### src/rtl/add32_byte_serial_pkg.sv
// Shared constants, FSM state encoding and sizing helper for the byte-serial adder.
package add_pkg;

    localparam int BYTE_W = 8;

    typedef logic [1:0] state_t;

    localparam state_t IDLE = 2'd0;
    localparam state_t RUN  = 2'd1;
    localparam state_t DONE = 2'd2;

    // Byte-counter width: clog2(nbytes), never narrower than one bit.
    function automatic int cnt_width(input int nbytes);
        return (nbytes <= 2) ? 1 : $clog2(nbytes);
    endfunction

endpackage

### src/rtl/add8.sv
// 8-bit adder with carry in/out, signed overflow and overflow-corrected sign.
module add8 (
    input  logic [7:0] a,
    input  logic [7:0] b,
    input  logic       carry_in,
    output logic [7:0] sum,
    output logic       carry_out,
    output logic       sign,
    output logic       overflow
);

    logic [8:0] w_full;

    assign w_full    = {1'b0, a} + {1'b0, b} + {8'd0, carry_in};
    assign sum       = w_full[7:0];
    assign carry_out = w_full[8];
    assign overflow  = (a[7] == b[7]) && (w_full[7] != a[7]);
    assign sign      = w_full[7] ^ overflow;

endmodule

### src/rtl/add32_byte_serial.sv
// Multi-cycle WIDTH-bit adder: one add8 processes a byte per cycle, LSB first,
// with the carry registered between bytes and valid/ready handshakes on both sides.
module add32_byte_serial
    import add_pkg::*;
#(
    parameter int WIDTH = 32
) (
    input  logic             clk,
    input  logic             reset,
    input  logic             in_valid,
    output logic             in_ready,
    input  logic [WIDTH-1:0] a,
    input  logic [WIDTH-1:0] b,
    input  logic             carry_in,
    output logic             out_valid,
    input  logic             out_ready,
    output logic [WIDTH-1:0] sum,
    output logic             carry_out,
    output logic             sign,
    output logic             overflow
);

    localparam int NBYTES = WIDTH / BYTE_W;
    localparam int IDX_W  = cnt_width(NBYTES);

    state_t             r_state;
    logic [IDX_W-1:0]   r_idx;
    logic [WIDTH-1:0]   r_a;
    logic [WIDTH-1:0]   r_b;
    logic               r_carry;
    logic [WIDTH-1:0]   r_psum;
    logic               r_out_valid;
    logic [WIDTH-1:0]   r_sum;
    logic               r_cout;
    logic               r_sign;
    logic               r_ovf;

    logic [BYTE_W-1:0]  w_sum8;
    logic               w_cout8;
    logic               w_sign8;
    logic               w_ovf8;
    logic               w_last;
    logic [WIDTH-1:0]   w_psum_next;

    add8 u_add8 (
        .a         (r_a[BYTE_W-1:0]),
        .b         (r_b[BYTE_W-1:0]),
        .carry_in  (r_carry),
        .sum       (w_sum8),
        .carry_out (w_cout8),
        .sign      (w_sign8),
        .overflow  (w_ovf8)
    );

    assign w_last = (r_state == RUN) && (r_idx == IDX_W'(NBYTES - 1));

    // Result bytes enter at the top so after NBYTES steps byte 0 sits at the LSB.
    assign w_psum_next = (r_psum >> BYTE_W) | (WIDTH'(w_sum8) << (WIDTH - BYTE_W));

    assign in_ready  = (r_state == IDLE) && !reset;
    assign out_valid = r_out_valid;
    assign sum       = r_sum;
    assign carry_out = r_cout;
    assign sign      = r_sign;
    assign overflow  = r_ovf;

    always_ff @(posedge clk) begin
        if (reset) begin
            r_state     <= IDLE;
            r_idx       <= '0;
            r_a         <= '0;
            r_b         <= '0;
            r_carry     <= 1'b0;
            r_psum      <= '0;
            r_out_valid <= 1'b0;
            r_sum       <= '0;
            r_cout      <= 1'b0;
            r_sign      <= 1'b0;
            r_ovf       <= 1'b0;
        end else begin
            case (r_state)
                IDLE: begin
                    if (in_valid) begin
                        r_a     <= a;
                        r_b     <= b;
                        r_carry <= carry_in;
                        r_idx   <= '0;
                        r_state <= RUN;
                    end
                end
                RUN: begin
                    r_a     <= r_a >> BYTE_W;
                    r_b     <= r_b >> BYTE_W;
                    r_psum  <= w_psum_next;
                    r_carry <= w_cout8;
                    r_idx   <= r_idx + 1'b1;
                    if (w_last) begin
                        r_sum       <= w_psum_next;
                        r_cout      <= w_cout8;
                        r_sign      <= w_sign8;
                        r_ovf       <= w_ovf8;
                        r_out_valid <= 1'b1;
                        r_state     <= DONE;
                    end
                end
                DONE: begin
                    if (out_ready) begin
                        r_out_valid <= 1'b0;
                        r_state     <= IDLE;
                    end
                end
                default: r_state <= IDLE;
            endcase
        end
    end

endmodule

### config.mk
export PLATFORM = sky130hd
export DESIGN_NAME = add32_byte_serial
export DESIGN_NICKNAME = d
export VERILOG_FILES = /design/src/rtl/add32_byte_serial_pkg.sv /design/src/rtl/add8.sv /design/src/rtl/add32_byte_serial.sv
export SDC_FILE = /design/constraint.sdc
export NUM_CORES = 1
export LEC_CHECK = 0
export ABC_CLOCK_PERIOD_IN_PS = 2120
export CORE_UTILIZATION = 40
export CTS_BUF_LIST = sky130_fd_sc_hd__clkbuf_8
export CTS_CLUSTER_DIAMETER = 80
export DETAILED_ROUTE_END_ITERATION = 16
export GPL_ROUTABILITY_DRIVEN = 1
export PLACE_DENSITY = 0.68
export SYNTH_ARGS = -nofsm -noshare
export SYNTH_HDL_FRONTEND = slang
export SYNTH_SLANG_ARGS = --single-unit
### constraint.sdc
create_clock -name clk -period 2.12 [get_ports clk]
set_input_delay 0.318 -clock clk [delete_from_list [all_inputs] [get_ports clk]]
set_output_delay 0.318 -clock clk [all_outputs]
set_load 0.05 [all_outputs]
==> impl_metrics.env, run 1 <==
export IMPL_setup_violations=0
export IMPL_status="complete, no violations"
export IMPL_postSynthCellCount=748
export IMPL_ios=106
export IMPL_cts_sinks=129
export IMPL_grt_pass1_wl_um=21910
export IMPL_dpl_hpwl_um=9394
export IMPL_critPathCaptureType="flip-flop"
export IMPL_fin_crit_ps=2021
export IMPL_port_buffers=105
export IMPL_grt_start_max_net_pins=45
export IMPL_synth_simple_area_share=0.3072
export IMPL_fin_crit_sh=0.9533
export IMPL_instances_no_fill=1031
export IMPL_post_dp_cell_area_um2=6888
export IMPL_dr_pass1_iters=4
export IMPL_clkSlewWorstSetupHoldPaths_ps=80
export IMPL_drive_gt1_frac=0.08578
export IMPL_antenna_left=0
export IMPL_hold_violations=0
export IMPL_total_power_mw=5.473
export IMPL_nets=917
export IMPL_dr_total_vias=5070
export IMPL_cp_max_fo=7
export IMPL_utilization=0.5300
export IMPL_die_width_um=120.8
export IMPL_synth_top_family_by_area="simple AND/OR/NAND/NOR gates"
export IMPL_cts_buffers=17
export IMPL_synthesis_area_um2=5642
export IMPL_insertedDiodeCount=0
export IMPL_cts_buffer_depth=2
export IMPL_post_place_cells=996
export IMPL_vdd_drop_max_mv=0.3678
export IMPL_synth_xor_area_share=0.007762
export IMPL_antenna_found_initial=0
export IMPL_core_um2=13830
export IMPL_clkLatencyLatePin_ps=440
export IMPL_worst_slew_pin_slew_ps=970.8
export IMPL_synth_compound_area_frac=0.1532
export IMPL_crit_path_start_kind="flip-flop"
export IMPL_ys_types=37
export IMPL_syn_nets=827
export IMPL_drc=0
export IMPL_hold_ws_ps=308.7
export IMPL_synthToLayoutAreaGrowth_pct=29.90
export IMPL_finalWirelength_um=13300
export IMPL_row_count=43
export IMPL_ys_warn_count=0
export IMPL_hold_buffers=0
export IMPL_finClkSkew_ps=14.36
export IMPL_cap_violations=0
export IMPL_final_area_um2=7328
export IMPL_place_gp_congestion=0.7878
export IMPL_synth_mux_area_frac=0.002440
export IMPL_synth_seq_area_share=0.4578
export IMPL_post_synth_cell_area_avg_um2=7.542
export IMPL_p_per_area_nw_per_um2=746.8
export IMPL_slew_headroom=0.3500
export IMPL_grt_use_total=0.1911
export IMPL_leakage_nw=2.830
export IMPL_dieHeight_um=120.8
export IMPL_cts_tree="built"
export IMPL_drtIter0Drc=279
export IMPL_drv_slew=0
export IMPL_start_util=0.4080
export IMPL_h_tree_depth=4
export IMPL_cp_arrival_ps=2340
export IMPL_fmax_ghz=0.4948
export IMPL_yosys_register_bits=129
export IMPL_grt_pass1_vias=4612
export IMPL_wire_per_inst_um=12.90
export IMPL_via_per_inst=4.918
export IMPL_crit_type="flip-flop to flip-flop"
export IMPL_hp_class="input port to flip-flop"
export IMPL_dieArea_um2=14580
export IMPL_synthAdderAreaFrac=0.02484
export IMPL_critPathRequiredTime_ps=2440
export IMPL_grt_ovfl_total=0
export IMPL_cts_root_buffer="clkbuf_8"
==> path summary, 6_finish.rpt <==
| path | start | end | slack [ps] | cells after the start |
|---|---|---|---|---|
| min reg2reg | r_psum[12] | sum[4] | 450 | 2 |
| max reg2reg | r_a[0] | sum[31] | 100 | 7 |
| max | r_a[0] | sum[31] | 100 | 7 |
| min | reset | sum[4] | 310 | 2 |
==> per-layer routing <==
metal | vias up | part of all wire | GRT usage
met5 | - | 0 | 0
met4 | 0 | 0.014 | 0.07099
met3 | 17 | 0.041 | 0.05472
met2 | 96 | 0.48 | 0.3089
met1 | 2306 | 0.47 | 0.2409
li1 | 2651 | - | -
==> cells by family after synthesis <==
logic type	after synthesis
buf+inv	63
fa+ha+maj	10
flops	129
simple gates	394
xor+xnor	5
mux	1
compound gates	146
==> synthesized netlist by cell type (all sizes together) <==
cell	number	area share
a211oi	8	0.012
or4	1	0.0013
and2b	1	0.0013
clkbuf	33	0.022
o211ai	1	0.0013
nor3	49	0.043
a21oi	104	0.092
xnor2	4	0.0062
a21o	2	0.0027
and2	1	0.0011
nor2	173	0.12
nand3b	5	0.0067
o31ai	5	0.0067
ha	8	0.018
o41ai	1	0.0049
nand2	103	0.069
nand2b	5	0.0055
dfxtp	129	0.46
inv	3	0.0020
fa	2	0.0071
nor4	2	0.0022
nor4b	1	0.0016
nor2b	49	0.054
buf	27	0.023
a22oi	17	0.023
o2111ai	1	0.0016
mux2i	1	0.0024
a211o	2	0.0031
o21ai	3	0.0027
or2	1	0.0011
a2111oi	2	0.0031
nor3b	3	0.0049
xor2	1	0.0016
==> placed cells by master, fill, tap and decap left out, types with 5 or more instances in the layout <==
cell               n
a211oi_1           6
a21oi_1          103
a22oi_1           17
buf_4             24
clkbuf_8          21
clkdlybuf4s50_1  102
clkinvlp_4         5
dfxtp_1          127
ha_1               8
nand2_1          103
nand2b_1           5
nand3b_1           5
nor2_1           172
nor2b_1           48
nor3_1            49
o31ai_1            5
==> power breakdown <==
part	switching, mW	total, mW	internal, mW
Sequential	0.0838	2.63	2.55
Combinational	0.424	0.807	0.383
Clock	0.977	2.03	1.05
==> what timing repair did <==
item,4_1_cts,5_1_grt
gates resized for setup,1,6
pin swaps,0,2
setup buffers,0,3
hold endpoints to repair,0,0
setup endpoints to repair,1,5
==> area by class of cell <==
| cell class | count | area [um2] |
|---|---|---|
| sequential | 129 | 2585 |
| multi-input combinational | 556 | 2825 |
| timing repair buffer | 131 | 1286 |
| clock buffer | 21 | 289.0 |
| inverter | 3 | 11.26 |
| fill | 1375 | 6499 |
| clock inverter | 11 | 106.4 |
| tap | 180 | 225.2 |
==> sequential cells by signal, summed over array words and instances (netlist names) <==
name       flops
r_psum        24
carry_out      1
r_state        2
overflow       1
sign           1
r_b           32
r_idx          2
r_carry        1
r_a           32
out_valid      1
sum           32
==> stage by stage <==
| stage | setup slack, ps | TNS [ps] |
|---|---|---|
| 4_1_cts | 27.46 | 0 |
| 3_3_place_gp | 103.9 | 0 |
| 3_5_place_dp | -38.24 | -38.24 |
| 2_1_floorplan | 53.18 | 0 |
| 6_report | 99.04 | 0 |
| 5_1_grt | -25.61 | -35.95 |
==> worst max-delay path: stages, from the launching register on <==
cell	delay, ps
dfxtp_1	330
fa_2	410
a211oi_2	280
nor3_1	120
o41ai_4	290
buf_4	200
nor4_1	50
a211o_1	230
No activity file was read; power rests on OpenSTA's default activity.
==> run 2: changes to the inputs <==
ABC_CLOCK_PERIOD_IN_PS = 2150   (was 2120)
clock period = 2.15 ns   (was 2.12 ns; I/O delays follow)
==> impl_metrics.env, run 2 (synthesized netlist as in run 1, its figures left out) <==
export IMPL_hold_depth=2
export IMPL_fin_ws_ps=122.5
export IMPL_ios=106
export IMPL_row_count=43
export IMPL_fin_crit_sh=0.9430
export IMPL_crit_chain="fa_1, inv_1, fa_1, nor2b_1, o2111ai_2, a21oi_2, a2111oi_2, a211oi_1"
export IMPL_ff2ff_setup_slack_ps=120
export IMPL_hold_buffers=0
export IMPL_clkLatencyLatePin_ps=450
export IMPL_rsz0062_at_grt="false"
export IMPL_whs_endpoint="r_b[24]"
export IMPL_drive_gt1_frac=0.08028
export IMPL_r2r_cells=8
export IMPL_status="complete, no violations"
export IMPL_drv_slew=0
export IMPL_final_cell_mix="nor2_1, dfxtp_1, a21oi_1, nand2_1, clkdlybuf4s50_1"
export IMPL_cp_max_fo=3
export IMPL_dpl_hpwl_um=9386
export IMPL_leakage_nw=2.874
export IMPL_crit_path_start_kind="flip-flop"
export IMPL_antenna_found_initial=0
export IMPL_cts_buffer_depth=2
export IMPL_utilization=0.5352
export IMPL_slew_headroom=0.3355
export IMPL_core_um2=13830
export IMPL_slowest_delay_ps=400
export IMPL_dieHeight_um=120.8
export IMPL_die_width_um=120.8
export IMPL_grt_start_max_net_pins=49
export IMPL_dr_pass1_iters=4
export IMPL_p_per_area_nw_per_um2=821.8
export IMPL_min_from="reset"
export IMPL_wire_per_inst_um=13.44
export IMPL_antenna_left=0
export IMPL_via_per_inst=4.930
export IMPL_cts_buffers=17
export IMPL_h_tree_depth=4
export IMPL_hold_violations=0
export IMPL_drtIter0Drc=323
export IMPL_finClkSkew_ps=7.792
export IMPL_fmax_ghz=0.4932
export IMPL_nets=914
export IMPL_finalWirelength_um=13810
export IMPL_grt_pass1_vias=4719
export IMPL_crit_type="flip-flop to flip-flop"
export IMPL_grt_use_total=0.2002
export IMPL_clkSlewWorstSetupHoldPaths_ps=70
export IMPL_worst_slew_pin_slew_ps=992.4
export IMPL_cp_arrival_ps=2370
export IMPL_port_buffers=105
export IMPL_grt_ovfl_total=0
export IMPL_cp_common_cell="fa_1"
export IMPL_dr_total_vias=5063
export IMPL_place_ws_ps=25.44
export IMPL_cts_sinks=129
export IMPL_final_common_cell="nor2_1"
export IMPL_cts_tree="built"
export IMPL_fin_crit_ps=2027
export IMPL_dieArea_um2=14580
export IMPL_cpLargestDelayFamily="adder cells"
export IMPL_cp_slowest_cell="fa_1"
export IMPL_critPathRequiredTime_ps=2500
export IMPL_hp_class="input port to flip-flop"
export IMPL_rr_startpoint="r_carry"
export IMPL_total_power_mw=6.082
export IMPL_vdd_drop_max_mv=0.3717
export IMPL_place_gp_congestion=0.8188
export IMPL_grt_pass1_wl_um=22910
export IMPL_cts_root_buffer="clkbuf_8"
export IMPL_critPathCaptureType="flip-flop"
export IMPL_tns_ps=0
export IMPL_insertedDiodeCount=0
export IMPL_setup_violations=0
export IMPL_path_buf_inv=1
export IMPL_r2r_end="r_carry"
export IMPL_synthToLayoutAreaGrowth_pct=31.18
export IMPL_cap_violations=0
export IMPL_start_util=0.4080
export IMPL_drc=0
run 2: per-layer routing:
| layer | GRT usage | vias up | wire, um |
|---|---|---|---|
| li1 | - | 2647 | - |
| met1 | 0.2517 | 2289 | 6410 |
| met2 | 0.3297 | 110 | 6556 |
| met3 | 0.05472 | 17 | 634 |
| met4 | 0.06790 | 0 | 204 |
| met5 | 0 | - | 0 |
run 2: cell type report:
class,instances,area (um2)
clock inverter,14,286.5
fill,1297,6426
tap,180,225.2
multi-input combinational,556,2820
sequential,129,2585
inverter,3,11.26
clock buffer,17,234.0
timing repair buffer,128,1239
run 2: worst register-to-register path, cell delays in order (launching register included):
cell and delay (ps):
dfxtp_1 370, fa_1 240, inv_1 70, fa_1 410, nor2b_1 210, o2111ai_2 150, a21oi_2 200, a2111oi_2 60
a211oi_1 230
run 2: through the flow:
| stage | instances | cell area [um2] | hold WS, ps |
|---|---|---|---|
| floorplan | 748 | 5642 | 432.1 |
| global placement | 994 | 6848 | 441.4 |
| detailed placement | 994 | 6848 | 442.6 |
| CTS | 1025 | 7370 | 303.1 |
| global route | 1027 | 7401 | 332.3 |
| finish | 1027 | 7401 | 317.3 |
run 2: power breakdown:
group	internal, mW	switching, mW
sequential	2.51	0.0865
clock	1.73	0.966
combinational	0.368	0.422
run 2: worst max path at each step:
stage / slack (ps) / end / cells after the start / start
5_1_grt: 20 / r_carry / 8 / r_a[0]
2_1_floorplan: 80 / in_ready / 3 / r_state[0]
4_1_cts: 40 / r_carry / 8 / r_a[0]
6_report: 120 / r_carry / 8 / r_carry
3_5_place_dp: 30 / r_carry / 8 / r_a[0]
3_3_place_gp: 150 / r_carry / 8 / r_a[0]
run 2: repair_timing:
action,4_1_cts,5_1_grt
hold endpoints to repair,0,0
setup endpoints to repair,1,5
gates resized for setup,1,4
pin swaps,0,2
setup buffers,0,2
==> run 3: changes to the inputs <==
DONT_BUFFER_PORTS = 1   (was unset)
PLACE_DENSITY = 0.58   (was 0.68)
==> impl_metrics.env, run 3 (synthesized netlist as in run 1, its figures left out) <==
export IMPL_status="complete, no violations"
export IMPL_p_per_area_nw_per_um2=825.1
export IMPL_grt_ovfl_total=0
export IMPL_worst_slew_pin_slew_ps=1076
export IMPL_drv_slew=0
export IMPL_cpLargestDelayFamily="buffers and inverters"
export IMPL_clkSlewWorstSetupHoldPaths_ps=80
export IMPL_slowest_delay_ps=560
export IMPL_dieHeight_um=120.8
export IMPL_path_buf_inv=3
export IMPL_via_per_inst=5.177
export IMPL_clkLatencyLatePin_ps=440
export IMPL_finalWirelength_um=14180
export IMPL_drc=0
export IMPL_cts_tree="built"
export IMPL_setup_violations=0
export IMPL_hold_violations=0
export IMPL_crit_type="flip-flop to flip-flop"
export IMPL_drtIter0Drc=297
export IMPL_hp_class="input port to flip-flop"
export IMPL_core_um2=13830
export IMPL_row_count=43
export IMPL_cp_slowest_cell="dlygate4sd3_1"
export IMPL_slew_headroom=0.2792
export IMPL_critPathRequiredTime_ps=2530
export IMPL_port_buffers=0
export IMPL_antenna_left=0
export IMPL_h_tree_depth=4
export IMPL_crit_chain="buf_16, nand2b_1, buf_4, nand2_1, a21oi_1, dlygate4sd3_1"
export IMPL_synthToLayoutAreaGrowth_pct=15.84
export IMPL_cp_max_fo=52
export IMPL_finClkSkew_ps=8.485
export IMPL_cts_buffer_depth=2
export IMPL_cts_root_buffer="clkbuf_8"
export IMPL_grt_pass1_vias=4632
export IMPL_ios=106
export IMPL_start_util=0.4080
export IMPL_critPathCaptureType="flip-flop"
export IMPL_die_width_um=120.8
export IMPL_grt_start_max_net_pins=105
export IMPL_grt_use_total=0.1974
export IMPL_vdd_drop_max_mv=0.4276
export IMPL_tns_ps=0
export IMPL_drive_gt1_frac=0.07702
export IMPL_dr_total_vias=4897
export IMPL_fmax_ghz=0.4836
export IMPL_wire_per_inst_um=14.99
export IMPL_cap_violations=0
export IMPL_insertedDiodeCount=0
export IMPL_nets=832
export IMPL_dieArea_um2=14580
export IMPL_antenna_found_initial=0
export IMPL_fin_crit_sh=0.9617
export IMPL_place_gp_congestion=0.8332
export IMPL_cts_buffers=17
export IMPL_dpl_hpwl_um=8883
export IMPL_leakage_nw=2.632
export IMPL_dr_pass1_iters=5
export IMPL_final_common_cell="nor2_1"
export IMPL_fin_crit_ps=2068
export IMPL_cts_sinks=129
export IMPL_hold_ws_ps=31.95
export IMPL_final_cell_mix="nor2_1, dfxtp_1, a21oi_1, nand2_1"
export IMPL_cp_arrival_ps=2450
export IMPL_grt_pass1_wl_um=22540
export IMPL_crit_path_start_kind="flip-flop"
[run 3: area by class of cell]
class,count,area (um2)
clock buffer,18,247.7
inverter,3,11.26
fill,1390,7292
sequential,129,2585
tap,180,225.2
clock inverter,14,162.7
timing repair buffer,46,484.2
multi-input combinational,556,2819
[run 3: worst paths after layout]
| path | startpoint | endpoint | slack [ps] | depth (start not counted) |
|---|---|---|---|---|
| worst max-delay path | r_state[0] | r_psum[14] | 80 | 6 |
| worst min-delay path | a[24] | r_a[24] | 30 | 2 |
| worst max register to register | r_state[0] | r_psum[14] | 80 | 6 |
| worst min register to register | r_psum[16] | r_psum[16] | 480 | 2 |
[run 3: power by group]
part	total, mW	internal (mW)	switching (mW)
sequential	2.60	2.51	0.0832
clock	2.15	1.17	0.980
combinational	0.640	0.265	0.376
total	5.39	3.95	1.44
[run 3: metrics by stage]
| stage | setup slack (ps) | cells | cell area, um2 | utilization | power, mW |
|---|---|---|---|---|---|
| 4_1_cts | 19.30 | 943 | 6467 | 0.4677 | 5.420 |
| 3_3_place_gp | 126.6 | 879 | 5719 | 0.4136 | 3.218 |
| 5_1_grt | -6.623 | 946 | 6535 | 0.4726 | 5.645 |
| 2_1_floorplan | 78.68 | 748 | 5642 | - | 3.146 |
| 3_5_place_dp | 80.74 | 879 | 5719 | 0.4136 | 3.232 |
| 6_report | 82.36 | 946 | 6535 | 0.4726 | 5.392 |
[run 3: routing by layer]
metal / share of wire / track usage / wire [um] / up-vias
met4: 0.016 / 0.07253 / 223 / 0
met1: 0.44 / 0.2408 / 6286 / 2285
met3: 0.058 / 0.06085 / 828 / 18
met2: 0.48 / 0.3258 / 6842 / 106
met5: 0 / 0 / 0 / -
li1: - / - / - / 2488
[run 3: worst reg2reg max path, delay by kind of cell (launching register included)]
family          cells  cell delay (ps)
buf+inv             3             1100
flops               1              380
simple gates        2              380
compound gates      1              150
[run 3: timing repair]
action                                  CTS  global route
endpoints found under the setup margin    0            31
endpoints found under the hold margin   126             0
setup buffers                             0             2
gates resized for setup                   0             9
hold buffers                             32             0
==> RTL edit: new RTL, settings of run 1 <==
Put one more register stage on the output `overflow`. The value now appears one clock later. The other outputs are not delayed to match.
--- a/src/rtl/add32_byte_serial.sv
+++ b/src/rtl/add32_byte_serial.sv
@@ -22,6 +22,8 @@
 
     localparam int NBYTES = WIDTH / BYTE_W;
     localparam int IDX_W  = cnt_width(NBYTES);
+
+    logic overflow_d;
 
     state_t             r_state;
     logic [IDX_W-1:0]   r_idx;
@@ -62,7 +64,7 @@
     assign sum       = r_sum;
     assign carry_out = r_cout;
     assign sign      = r_sign;
-    assign overflow  = r_ovf;
+    assign overflow_d = r_ovf;
 
     always_ff @(posedge clk) begin
         if (reset) begin
@@ -114,5 +116,9 @@
         end
     end
 
+    always_ff @(posedge clk) begin
+        overflow <= overflow_d;
+    end
+
 endmodule
 
Formal check against the unedited RTL: not equivalent (a bounded check fails within 10 cycles, from zero or initial values and one cycle with reset high).
==> RTL edit against run 1 <==
  * Total power down 0.22%
  * Synthesized area up 1.2%
  * Design area decreased by 0.68%
  * Fmax grew 1.9%
  * Count of clock-buffer cells in the layout is 3 higher
  * Clock skew decreased by 0.0096 ns
  * Setup slack better by 0.038 ns
  * Worst hold slack better by 0.030 ns
  * Sequential cell count grew 1
  * Die area up 1.1%
  * Routed wire length is 0.45% higher
==> RTL edit: results (changes against run 1) <==
[synthesis]
ys_top_cells_by_count = nor2_1, dfxtp_1, a21oi_1  ; unchanged
ys_seq_area_share_pct = 45.6  ; was 45.8%
postSynthAreaPerCell_um2 = 7.53  ; was 7.54 um2
synthArstFlopShare_pct = 0  ; unchanged
yosys.cell_types.count = 40  ; was 37
syn_nets = 837  ; was 827
synthTopCellsByArea = dfxtp_1, nor2_1, a21oi_1  ; unchanged

[route]
routed_wl_mm = 13.4  ; was 13.3 mm
wl_met3_um = 755  ; was 540 um
drtIter0Drc = 321  ; was 279
detail_route.wl_per_cell_um = 13.0  ; was 12.9 um
drt-met1-wl_mm = 6.43  ; was 6.23 mm

[clocking]
cts_resized = 0  ; was 1

[place]
gp_congestion = 0.777  ; was 0.788
dp_slack_ns = 0.0162  ; was -0.0382 ns
hpwlAfterDp_mm = 9.18  ; was 9.39 mm
placed_cells = 1000  ; was 996

[finish]
drive_gt1_share_pct = 7.40  ; was 8.58%
n_fill_cell = 1412  ; was 1375
fin_nets = 918  ; was 917

[global_routing]
grt_antenna_before_repair = 0  ; unchanged
grt_max_degree = 61  ; was 45
track_usage_pct = 19.3  ; was 19.1%
grt_pass1_wl_mm = 22.3  ; was 21.9 mm
grt_pass1_vias = 4671  ; was 4612

[sta]
worst_slew_pin_slew_ns = 1.00  ; was 0.971 ns
clock-skew-final_ns = 0.00472  ; was 0.0144 ns

[power]
max-vdd-ir-drop_uv = 422  ; was 368 uV
power_leakage_nw = 2.83  ; about the same

[worst_setup_path]
worst_ep_arrival_time_ns = 2.29  ; was 2.34 ns
cp_max_fo = 3  ; was 7

[outcome]
outcome = complete, no violations  ; unchanged

RTL edit: final timing paths:
path | start | endpoint | slack (ns) | depth (start not counted)
max | r_a[0] | sum[28] | 0.14 | 8
min | reset | sum[27] | 0.34 | 2
max reg2reg | r_a[0] | sum[28] | 0.14 | 8
min reg2reg | overflow_d | overflow | 0.36 | 0
RTL edit: kinds of logic after synthesis:
group / Yosys count / share of synthesized area, %
flops: 130 / 45.6
xor+xnor: 3 / 0.461
fa+ha+maj: 10 / 2.46
simple gates: 405 / 31.9
compound gates: 145 / 14.6
buf+inv: 64 / 4.71
mux: 1 / 0.241
RTL edit: where the power goes:
part | switching (mW) | internal [mW] | leakage (nW)
logic | 0.423 | 0.362 | 1.55
clock network | 0.908 | 1.12 | 0.214
registers | 0.0766 | 2.57 | 1.06
RTL edit: area by class of cell:
cell class	instances	area (um2)	area share [%]
multi-input cells	564	2850	39.2
clock inverters	7	56.3	0.774
inverters	4	15.0	0.206
clock buffers	24	330	4.54
well taps	180	225	3.09
repair buffers	122	1190	16.4
flip-flops and latches	130	2610	35.8
RTL edit: critical path: cells and delay by family (launching register included):
kind,cells,cell delay [ns]
flops,1,0.33
simple gates,3,0.57
buf+inv,1,0.07
fa+ha+maj,2,0.62
compound gates,2,0.23
RTL edit: routing by layer:
| layer | up-vias | track usage [%] |
|---|---|---|
| met1 | 2281 | 24.6 |
| met3 | 18 | 5.17 |
| met5 | - | 0 |
| met4 | 0 | 8.33 |
| li1 | 2676 | - |
| met2 | 108 | 30.4 |
